===== config.mk =====
export PLATFORM = sky130hd
export DESIGN_NAME = frame_streamer_flat
export DESIGN_NICKNAME = d
export VERILOG_FILES = /design/src/rtl/frame_streamer_pkg.sv /design/src/rtl/frame_streamer_if.sv /design/src/rtl/frame_streamer_frame_table.sv /design/src/rtl/frame_streamer.sv /design/src/flat_wrapper.sv
export SDC_FILE = /design/constraint.sdc
export NUM_CORES = 2
export LEC_CHECK = 0
export ABC_AREA = 1
export BUFFER_PORTS_ARGS = -buffer_cell sky130_fd_sc_hd__buf_2
export CAP_MARGIN = 20
export CORE_ASPECT_RATIO = 1.1
export CORE_UTILIZATION = 35
export CTS_CLUSTER_SIZE = 30
export DETAILED_ROUTE_END_ITERATION = 10
export HOLD_SLACK_MARGIN = 0.06
export PLACE_DENSITY_LB_ADDON = 0.05
export SKIP_LAST_GASP = 1
export SYNTH_ARGS = -nofsm -noshare
export SYNTH_HDL_FRONTEND = slang
export SYNTH_SLANG_ARGS = --single-unit

===== constraint.sdc =====
create_clock -name clk_50_mhz -period 6.44 [get_ports clk_50_mhz]
set_input_delay 0.966 -clock clk_50_mhz [delete_from_list [all_inputs] [get_ports clk_50_mhz]]
set_output_delay 0.966 -clock clk_50_mhz [all_outputs]
set_load 0.05 [all_outputs]

===== src/rtl/frame_streamer_pkg.sv =====
// frame_streamer_pkg: FSM state encoding, default parameters and width helper
package frame_streamer_pkg;
    localparam int DEF_DATA_W = 32;
    localparam int DEF_DEPTH  = 32;
    localparam int DEF_GAP_W  = 24;
    localparam int DEF_REP_W  = 16;

    typedef enum logic [1:0] {S_IDLE, S_GAP, S_FETCH, S_SEND} state_t;

    function automatic int clog2(input int n);
        int r;
        r = 0;
        for (int i = 0; i < 31; i++) if ((1 << i) < n) r = i + 1;
        return r;
    endfunction
endpackage


===== src/rtl/frame_streamer_if.sv =====
// frame_streamer_if: table load, run control and FIFO write signals of the frame streamer
interface frame_streamer_if
    import frame_streamer_pkg::*;
#(
    parameter int DATA_W = DEF_DATA_W,
    parameter int DEPTH  = DEF_DEPTH,
    parameter int GAP_W  = DEF_GAP_W,
    parameter int REP_W  = DEF_REP_W
);
    localparam int AW = clog2(DEPTH);

    logic              tbl_we;
    logic [AW-1:0]     tbl_addr;
    logic [DATA_W-1:0] tbl_din;
    logic [AW:0]       cfg_len;
    logic [GAP_W-1:0]  cfg_gap;
    logic [REP_W-1:0]  cfg_repeat;
    logic              start;
    logic              abort;
    logic              fifo_full;
    logic [DATA_W-1:0] fifo_din;
    logic              fifo_wr_en;
    logic              busy;
    logic              done;
    logic [31:0]       frames_sent;

    modport master (
        output tbl_we, tbl_addr, tbl_din, cfg_len, cfg_gap, cfg_repeat, start, abort, fifo_full,
        input  fifo_din, fifo_wr_en, busy, done, frames_sent
    );
    modport slave (
        input  tbl_we, tbl_addr, tbl_din, cfg_len, cfg_gap, cfg_repeat, start, abort, fifo_full,
        output fifo_din, fifo_wr_en, busy, done, frames_sent
    );
endinterface


===== src/rtl/frame_streamer_frame_table.sv =====
// frame_table: DEPTH x DATA_W frame memory, one write port, registered read port; contents survive reset
module frame_table #(
    parameter int DATA_W = 32,
    parameter int DEPTH  = 32,
    parameter int AW     = 5
) (
    input  logic              clk,
    input  logic              i_we,
    input  logic [AW-1:0]     i_waddr,
    input  logic [DATA_W-1:0] i_wdata,
    input  logic [AW-1:0]     i_raddr,
    output logic [DATA_W-1:0] o_rdata
);
    logic [DATA_W-1:0] r_mem [DEPTH];

    always_ff @(posedge clk) begin
        if (i_we) r_mem[i_waddr] <= i_wdata;
        o_rdata <= r_mem[i_raddr];
    end
endmodule


===== src/rtl/frame_streamer.sv =====
// frame_streamer: replays a stored frame into a tx FIFO with inter-frame gaps and repeat count
module frame_streamer
    import frame_streamer_pkg::*;
#(
    parameter int DATA_W = DEF_DATA_W,
    parameter int DEPTH  = DEF_DEPTH,
    parameter int GAP_W  = DEF_GAP_W,
    parameter int REP_W  = DEF_REP_W
) (
    input logic             clk_50_mhz,
    input logic             rst,
    frame_streamer_if.slave bus
);
    localparam int AW = clog2(DEPTH);
    localparam int LW = AW + 1;

    state_t            r_state;
    state_t            w_state_nxt;
    state_t            w_next_frame;
    logic [LW-1:0]     r_len;
    logic [LW-1:0]     r_addr;
    logic [LW-1:0]     w_addr_inc;
    logic [GAP_W-1:0]  r_gap;
    logic [GAP_W-1:0]  r_gcnt;
    logic [REP_W-1:0]  r_rep;
    logic [REP_W-1:0]  r_fcnt;
    logic [31:0]       r_frames;
    logic              r_done;
    logic [DATA_W-1:0] w_rdata;
    logic [AW-1:0]     w_rd_addr;
    logic              w_tbl_we;
    logic              w_cfg_ok;
    logic              w_go;
    logic              w_wr;
    logic              w_last;
    logic              w_run_end;

    frame_table #(.DATA_W(DATA_W), .DEPTH(DEPTH), .AW(AW)) u_table (
        .clk    (clk_50_mhz),
        .i_we   (w_tbl_we),
        .i_waddr(bus.tbl_addr),
        .i_wdata(bus.tbl_din),
        .i_raddr(w_rd_addr),
        .o_rdata(w_rdata)
    );

    // The read address runs one word ahead on accept so the next word is ready the following cycle
    always_comb begin
        w_state_nxt  = r_state;
        w_tbl_we     = bus.tbl_we && r_state == S_IDLE;
        w_cfg_ok     = bus.cfg_len != '0 && bus.cfg_len <= LW'(DEPTH);
        w_go         = r_state == S_IDLE && bus.start && !bus.abort;
        w_wr         = r_state == S_SEND && !bus.fifo_full && !bus.abort && !rst;
        w_addr_inc   = r_addr + 1'b1;
        w_last       = w_wr && w_addr_inc == r_len;
        w_run_end    = w_last && r_rep != '0 && r_fcnt + 1'b1 == r_rep;
        w_next_frame = r_gap != '0 ? S_GAP : S_FETCH;
        w_rd_addr    = r_state == S_SEND ? (w_wr ? w_addr_inc[AW-1:0] : r_addr[AW-1:0]) : '0;
        if (r_state != S_IDLE && bus.abort) w_state_nxt = S_IDLE;
        else begin
            case (r_state)
                S_IDLE:  if (w_go && w_cfg_ok) w_state_nxt = bus.cfg_gap != '0 ? S_GAP : S_FETCH;
                S_GAP:   if (r_gcnt == r_gap - 1'b1) w_state_nxt = S_FETCH;
                S_FETCH: w_state_nxt = S_SEND;
                S_SEND:  if (w_last) w_state_nxt = w_run_end ? S_IDLE : w_next_frame;
                default: w_state_nxt = S_IDLE;
            endcase
        end
    end

    always_ff @(posedge clk_50_mhz) begin
        if (rst) begin
            r_state  <= S_IDLE;
            r_len    <= '0;
            r_addr   <= '0;
            r_gap    <= '0;
            r_gcnt   <= '0;
            r_rep    <= '0;
            r_fcnt   <= '0;
            r_frames <= '0;
            r_done   <= 1'b0;
        end else begin
            r_state <= w_state_nxt;
            r_done  <= (w_go && !w_cfg_ok) || w_run_end || (r_state != S_IDLE && bus.abort);
            r_gcnt  <= (r_state == S_GAP && w_state_nxt == S_GAP) ? r_gcnt + 1'b1 : '0;
            r_addr  <= w_state_nxt == S_SEND ? (w_wr ? w_addr_inc : r_addr) : '0;
            if (w_go && w_cfg_ok) begin
                r_len  <= bus.cfg_len;
                r_gap  <= bus.cfg_gap;
                r_rep  <= bus.cfg_repeat;
                r_fcnt <= '0;
            end
            if (w_last) begin
                r_frames <= r_frames + 1'b1;
                r_fcnt   <= r_fcnt + 1'b1;
            end
        end
    end

    assign bus.fifo_wr_en  = w_wr;
    assign bus.fifo_din    = r_state == S_SEND ? w_rdata : '0;
    assign bus.busy        = r_state != S_IDLE;
    assign bus.done        = r_done;
    assign bus.frames_sent = r_frames;
endmodule


===== src/flat_wrapper.sv =====
// flat-port wrapper written by rule: the top's interface ports become plain ports
module frame_streamer_flat import frame_streamer_pkg::*;
#(
    parameter int DATA_W = DEF_DATA_W,
    parameter int DEPTH  = DEF_DEPTH,
    parameter int GAP_W  = DEF_GAP_W,
    parameter int REP_W  = DEF_REP_W
)
  (clk_50_mhz, rst, bus_tbl_we, bus_tbl_addr, bus_tbl_din, bus_cfg_len, bus_cfg_gap, bus_cfg_repeat, bus_start, bus_abort, bus_fifo_full, bus_fifo_din, bus_fifo_wr_en, bus_busy, bus_done, bus_frames_sent);
  frame_streamer_if #(.DATA_W(DATA_W), .DEPTH(DEPTH), .GAP_W(GAP_W), .REP_W(REP_W)) bus_i ();
  input logic clk_50_mhz;
  input logic rst;
  input wire logic [$bits(bus_i.tbl_we)-1:0] bus_tbl_we;
  input wire logic [$bits(bus_i.tbl_addr)-1:0] bus_tbl_addr;
  input wire logic [$bits(bus_i.tbl_din)-1:0] bus_tbl_din;
  input wire logic [$bits(bus_i.cfg_len)-1:0] bus_cfg_len;
  input wire logic [$bits(bus_i.cfg_gap)-1:0] bus_cfg_gap;
  input wire logic [$bits(bus_i.cfg_repeat)-1:0] bus_cfg_repeat;
  input wire logic [$bits(bus_i.start)-1:0] bus_start;
  input wire logic [$bits(bus_i.abort)-1:0] bus_abort;
  input wire logic [$bits(bus_i.fifo_full)-1:0] bus_fifo_full;
  output wire logic [$bits(bus_i.fifo_din)-1:0] bus_fifo_din;
  output wire logic [$bits(bus_i.fifo_wr_en)-1:0] bus_fifo_wr_en;
  output wire logic [$bits(bus_i.busy)-1:0] bus_busy;
  output wire logic [$bits(bus_i.done)-1:0] bus_done;
  output wire logic [$bits(bus_i.frames_sent)-1:0] bus_frames_sent;
  assign bus_i.tbl_we = bus_tbl_we;
  assign bus_i.tbl_addr = bus_tbl_addr;
  assign bus_i.tbl_din = bus_tbl_din;
  assign bus_i.cfg_len = bus_cfg_len;
  assign bus_i.cfg_gap = bus_cfg_gap;
  assign bus_i.cfg_repeat = bus_cfg_repeat;
  assign bus_i.start = bus_start;
  assign bus_i.abort = bus_abort;
  assign bus_i.fifo_full = bus_fifo_full;
  assign bus_fifo_din = bus_i.fifo_din;
  assign bus_fifo_wr_en = bus_i.fifo_wr_en;
  assign bus_busy = bus_i.busy;
  assign bus_done = bus_i.done;
  assign bus_frames_sent = bus_i.frames_sent;
  frame_streamer #(.DATA_W(DATA_W), .DEPTH(DEPTH), .GAP_W(GAP_W), .REP_W(REP_W)) u_core (.clk_50_mhz(clk_50_mhz), .rst(rst), .bus(bus_i));
endmodule

-- After elaboration in Yosys (flattened, before gate mapping)
Memories as Yosys holds them, arrays and structs flattened. A register that Yosys moved wholly into a read port is not among the register bits.
Index checks and enable logic that the tools add are counted.
- $add $sub $neg: 5
- $lt $le $gt $ge: 1
- eq/ne operators: 8
- mux-type cells: 15
- bitwise gates (word level): 2
- reductions and logical operators: 29
- operators by type and width (kind ; number):
    $reduce_bool A24 Y1 ; 2
    $add A32 B1 Y32 const B ; 1
    $mux W16 ; 2
    $mux W32 ; 1
    $add A24 B1 Y24 const B ; 1
    $eq A24 B24 Y1 ; 1
    $sub A24 B1 Y24 const B ; 1
    $add A16 B1 Y16 const B ; 1
    $eq A16 B16 Y1 ; 1
    $reduce_bool A16 Y1 ; 1
    $logic_and A1 B1 Y1 ; 14
    $mux W2 ; 7
    $mux W5 ; 2
    $pmux W2 S4 ; 1
    $add A6 B1 Y6 const B ; 1
    $eq A2 B2 Y1 const B ; 3
    $eq A6 B6 Y1 ; 1
    $le A6 B6 Y1 const B ; 1
    $reduce_bool A6 Y1 ; 1
    $eq A2 B1 Y1 const B ; 2
    $logic_not A1 Y1 ; 4
    $reduce_bool A2 Y1 ; 2
    $reduce_or A2 Y1 ; 2
    $logic_not A2 Y1 ; 1
    3 further kinds ; 6
- flip-flop bits (word level): 127
- memory bits (writable): 1024
- bits of input ports: 89
- output and inout port bits: 67
- word-level logic and storage cells: 70
- memories: 1
- memories (memory ; depth ; width ; rd ports ; clocked after Yosys merged registers in ; wr ports ; RTL line ; RTL):
    u_core.u_table.r_mem ; 32 ; 32 ; 1 ; 1 ; 1 ; frame_streamer_frame_table.sv:14 ; logic [DATA_W-1:0] r_mem [DEPTH];

-- Logic depth before layout (Yosys ltp)
- depth in word-level cells: 15
- depth in mapped cells: 18
- gate-level depth less buffers: 18

-- Hierarchy
Synthesis repeated with hierarchy kept, for this count alone.
- cell total of the unflattened synthesis: 4753
- area, all modules: 50175.6 um^2
- modules (own cells, without submodules) (module ; times used ; cells each ; area an instance (um^2) ; seq. area each (um^2)):
    frame_table ; 1 ; 3536 ; 42405.7 ; 31390.1
    frame_streamer ; 1 ; 1217 ; 7770.0 ; 2542.4

-- Worst setup path after synthesis
OpenSTA, ideal clock, no wires.
- path type: input -> register
- start point: in bus_tbl_we
- end point: mem u_core.u_table.r_mem[0][0] (enable)
- library setup time: 0.421 ns
- arrival time: 2.798 ns
- data required time: 6.019 ns
- slack: 3.221 ns
- stages on the path: 4
- path buffers: 0
- path through: inv_1 > nor2_1 > nand3_1 > nor2_1
- longest elaborated chain between the ends: 3
- ends and longest elaborated chain (item ; RTL line ; RTL):
    start, declared ; flat_wrapper.sv:13 ; input wire logic [$bits(bus_i.tbl_we)-1:0] bus_tbl_we;
    $logic_and A1 B1 Y1 ; frame_streamer.sv:50 ; w_tbl_we = bus.tbl_we && r_state == S_IDLE;
    $mux W1 ; frame_streamer_frame_table.sv:17 ; if (i_we) r_mem[i_waddr] <= i_wdata;
    $mux W1 (implied by the code) ; frame_streamer_frame_table.sv:17 ;
    end, declared ; frame_streamer_frame_table.sv:14 ;
No other way between the ends.

-- Final worst setup path
- start point: reg u_core.r_state[1]
- end point: reg u_core.u_table.o_rdata[18], read port of u_core.u_table.r_mem
- longest elaborated chain between the ends: 6
- ends and longest elaborated chain (item ; RTL line ; RTL):
    start, declared ; frame_streamer.sv:17 ; state_t r_state;
    start signal, assigned ; frame_streamer.sv:83 ; r_state <= w_state_nxt;
    $eq A2 B2 Y1 * ; frame_streamer.sv:53, frame_streamer.sv:58 ;
    $logic_and A1 B1 Y1 (3 in a row) ; frame_streamer.sv:53 ; w_wr = r_state == S_SEND && !bus.fifo_full && !bus.abort && !rst;
    $mux W5 ; frame_streamer.sv:58 ; w_rd_addr = r_state == S_SEND ? (w_wr ? w_addr_inc[AW-1:0] : r_addr[AW-1:0]) : '0;
    $mux W5 * ; frame_streamer.sv:58 ;
    end, declared ; frame_streamer_frame_table.sv:12 ; output logic [DATA_W-1:0] o_rdata
Every way passes the cells marked *; elsewhere a longest branch is shown, timed or not.
A chain may end at the register's enable or synchronous reset.

==> results.json <==
{
  "p_leak_uw": 0.01813,
  "tightest_slew_ns": 1.182,
  "timing.fmax_mhz": 231.2,
  "synthFlopType": "edfxtp_1",
  "synth_top_area_share_pct": 61.27,
  "pin_count": 156,
  "synthAdderAreaFrac_pct": 0.1496,
  "worstPathArrival_ns": 5.03,
  "seq_area_frac_synth_pct": 67.61,
  "holdPathEnd": "u_core.r_gap[21]",
  "cts_root_buffer": "clkbuf_16",
  "clock_sinks": 1183,
  "path_max_fanout": 117,
  "post_synth_num_cell_types": 47,
  "insertion_delay_ns": 0.76,
  "status": "finished clean",
  "drt_wl_total_mm": 159.7,
  "reg2reg_depth": 13,
  "synth_area_um2": 50190,
  "clkTransAtPathRegs_ns": 0.06,
  "dp_hpwl_mm": 86.81,
  "hold_path.startpoint": "bus_cfg_gap[21]",
  "post_cts_buffers": 0,
  "rows": 145,
  "post_cts_resize_count": 0,
  "die-height_um": 399.1,
  "clk_path_buf_depth": 3,
  "grt_max_degree": 172,
  "drc": 0,
  "ant_nets": 0,
  "crit_type": "reg -> reg",
  "p_per_area_nw_per_um2": 286.9,
  "h-tree-depth": 4,
  "worstSetupEndpointType": "register",
  "fin_util_pct": 40.52,
  "postSynthAreaPerCell_um2": 12.08,
  "synth_edf_count": 1024,
  "setup_slack_ns": 2.115,
  "vias": 33070,
  "synthCells": 4153,
  "grt_pass1_vias": 32380,
  "power.total_uw": 16530,
  "cts_made_buffers": 136,
  "final_cell_area_um2": 57630,
  "via_per_inst": 5.248,
  "antenna_found_initial": 18,
  "max-vdd-ir-drop_mv": 0.2373,
  "yosys.area.top_type": "edfxtp_1",
  "setup_viol": 0,
  "slew_violations": 0,
  "dieArea_um2": 144900,
  "synth_mux_area_share_pct": 0,
  "fin_nets": 4374,
  "fin_crit_sh_pct": 67.15,
  "start_util_pct": 35.28,
  "fin_skew_ns": 0.01715,
  "synth.area.top_cells": "edfxtp_1 (61%), o211ai_1 (7.7%), dfxtp_1 (6.3%)",
  "min_path_cells": 3,
  "fin_setup_tns_ns": 0,
  "maxCapViolCount": 0,
  "area_growth_pct": 14.84,
  "port_buffers": 155,
  "grt_pass1_wl_mm": 230.3,
  "reg2reg_to": "u_core.u_table.o_rdata[18]",
  "cts_tree": "done",
  "hold_violations": 0,
  "overflow": 0,
  "first_pass_iters": 5,
  "holdBufCountCts": 0,
  "r2r_slack_ns": 2.12,
  "place_area_um2": 53320,
  "rsz0062_at_grt": "no",
  "yosys.area_share.simple_pct": 18.03,
  "n_fill_cell": 13720,
  "gp_congestion": 0.7889,
  "layout-drive-gt1-share_pct": 12.61,
  "grt_usage_pct": 21.88,
  "pre_cts_ws_ns": 1.793,
  "yosysMostFrequentCell": "edfxtp_1",
  "wire_per_inst_um": 25.34,
  "synth_fp_nets": 4248,
  "startpoint_type": "register",
  "drt-initial-drc-count": 2419,
  "r2r-start": "u_core.r_state[1]",
  "core_area_um2": 142200,
  "synth_top_cells_by_count": "edfxtp_1 (1,024), nand3_1 (551), o211ai_1 (512)",
  "min_path_type": "in -> reg",
  "die_w_um": 363.0,
  "synth_top_family_by_area": "simple AND/OR/NAND/NOR gates",
  "synth_compound_area_share_pct": 9.738,
  "synth_warnings": 0,
  "fin_crit_ns": 4.325,
  "required_ns": 7.15,
  "ys_async_sr_fraction_pct": 0,
  "synth_xor_area_share_pct": 0.7604,
  "ys_ff_latch": 1183,
  "slew_headroom_pct": 21.23
}
==> cell usage in the layout (no fill, tap or decap), drive strengths merged, types with 2 or more instances in the layout <==
cell	netlist	routed
inv	191	196
o21ai	70	70
nand3	556	556
clkinvlp	0	5
diode	0	3
xor2	29	29
buf	149	240
xnor2	12	12
o21a	34	34
a21oi	77	77
nor3	28	28
ha	6	6
or2	513	513
nor2	259	259
bufinv	0	8
nand2	349	349
nor4	13	13
clkbuf	103	188
a31oi	3	3
o211ai	512	512
o21bai	2	2
edfxtp	1024	1024
nand3b	10	10
clkinv	1	41
nor3b	12	12
nand4	36	36
dfxtp	159	159
==> final cells by class <==
class	instances	area [um^2]	area share (%)
inverter	192	743.2	1.290
clock inverter	58	554.3	0.9618
sequential	1183	33930	58.88
clock buffer	188	3754	6.513
antenna	3	7.507	0.01303
multi-input combinational	2526	14660	25.44
timing repair buffer	240	1589	2.757
tap	1911	2391	4.149
==> flip-flops by register name, summed over array words and instances (netlist names) <==
| register | cells |
|---|---|
| u_core.u_table.r_mem | 1024 |
| u_core.bus.frames_sent | 32 |
| u_core.u_table.o_rdata | 32 |
| u_core.r_gap | 24 |
| u_core.r_gcnt | 24 |
| u_core.r_fcnt | 16 |
| u_core.r_rep | 16 |
| u_core.r_addr | 6 |
| u_core.r_len | 6 |
| u_core.r_state | 2 |
| u_core.bus.done | 1 |
==> cells by family (layout without fill, tap and decap cells) <==
| family | Yosys count | count (layout) |
|---|---|---|
| AOI/OAI and AO/OA | 700 | 700 |
| DFF | 1183 | 1183 |
| other | 0 | 3 |
| xor gates and xnor gates | 42 | 42 |
| adders and majority gates | 6 | 6 |
| buffers and inverters | 444 | 678 |
| and+or+nand+nor | 1778 | 1778 |
==> routing by layer <==
layer / GRT usage (%) / share of wire, %
met3: 3.404 / 4.5
met2: 36.05 / 48
met5: 0 / 0.032
met4: 5.930 / 2.2
met1: 29.92 / 46
==> through the flow <==
step,hold slack [ns],instances
after floorplan,0.4407,4153
after global placement,0.4463,6052
after detailed placement,0.4522,6052
after CTS,0.3926,6298
after global routing,0.4380,6299
final,0.4583,6301
==> worst max path at each step <==
stage	from	end	slack, ns	depth (start not counted)
2_1_floorplan	bus_tbl_we	u_core.u_table.r_mem[0][0]	3.22	4
3_3_place_gp	rst	u_core.u_table.o_rdata[18]	1.85	14
3_5_place_dp	rst	u_core.u_table.o_rdata[18]	1.79	14
4_1_cts	u_core.r_state[1]	u_core.u_table.o_rdata[18]	1.98	13
5_1_grt	u_core.r_state[1]	u_core.u_table.o_rdata[18]	1.76	13
6_report	u_core.r_state[1]	u_core.u_table.o_rdata[18]	2.12	13
==> critical path, cell delays in order (launching register included) <==
cell and delay [ns]:
dfxtp_1 0.34, nand2_2 0.07, buf_4 0.55, nor2_2 0.11, buf_4 0.24, nand2_2 0.11, nand3b_4 0.55, inv_8 0.90
buf_12 0.44, o211ai_1 0.14, nand3_1 0.12, nand3_1 0.12, nand3_1 0.25, o21a_1 0.15
==> power breakdown <==
group	switching (uW)	internal [uW]	total [uW]
sequential	28.6	8390	8420
clock	3180	4410	7580
combinational	402	129	531
total	3610	12900	16500
No activity file was read; power rests on OpenSTA's default activity.
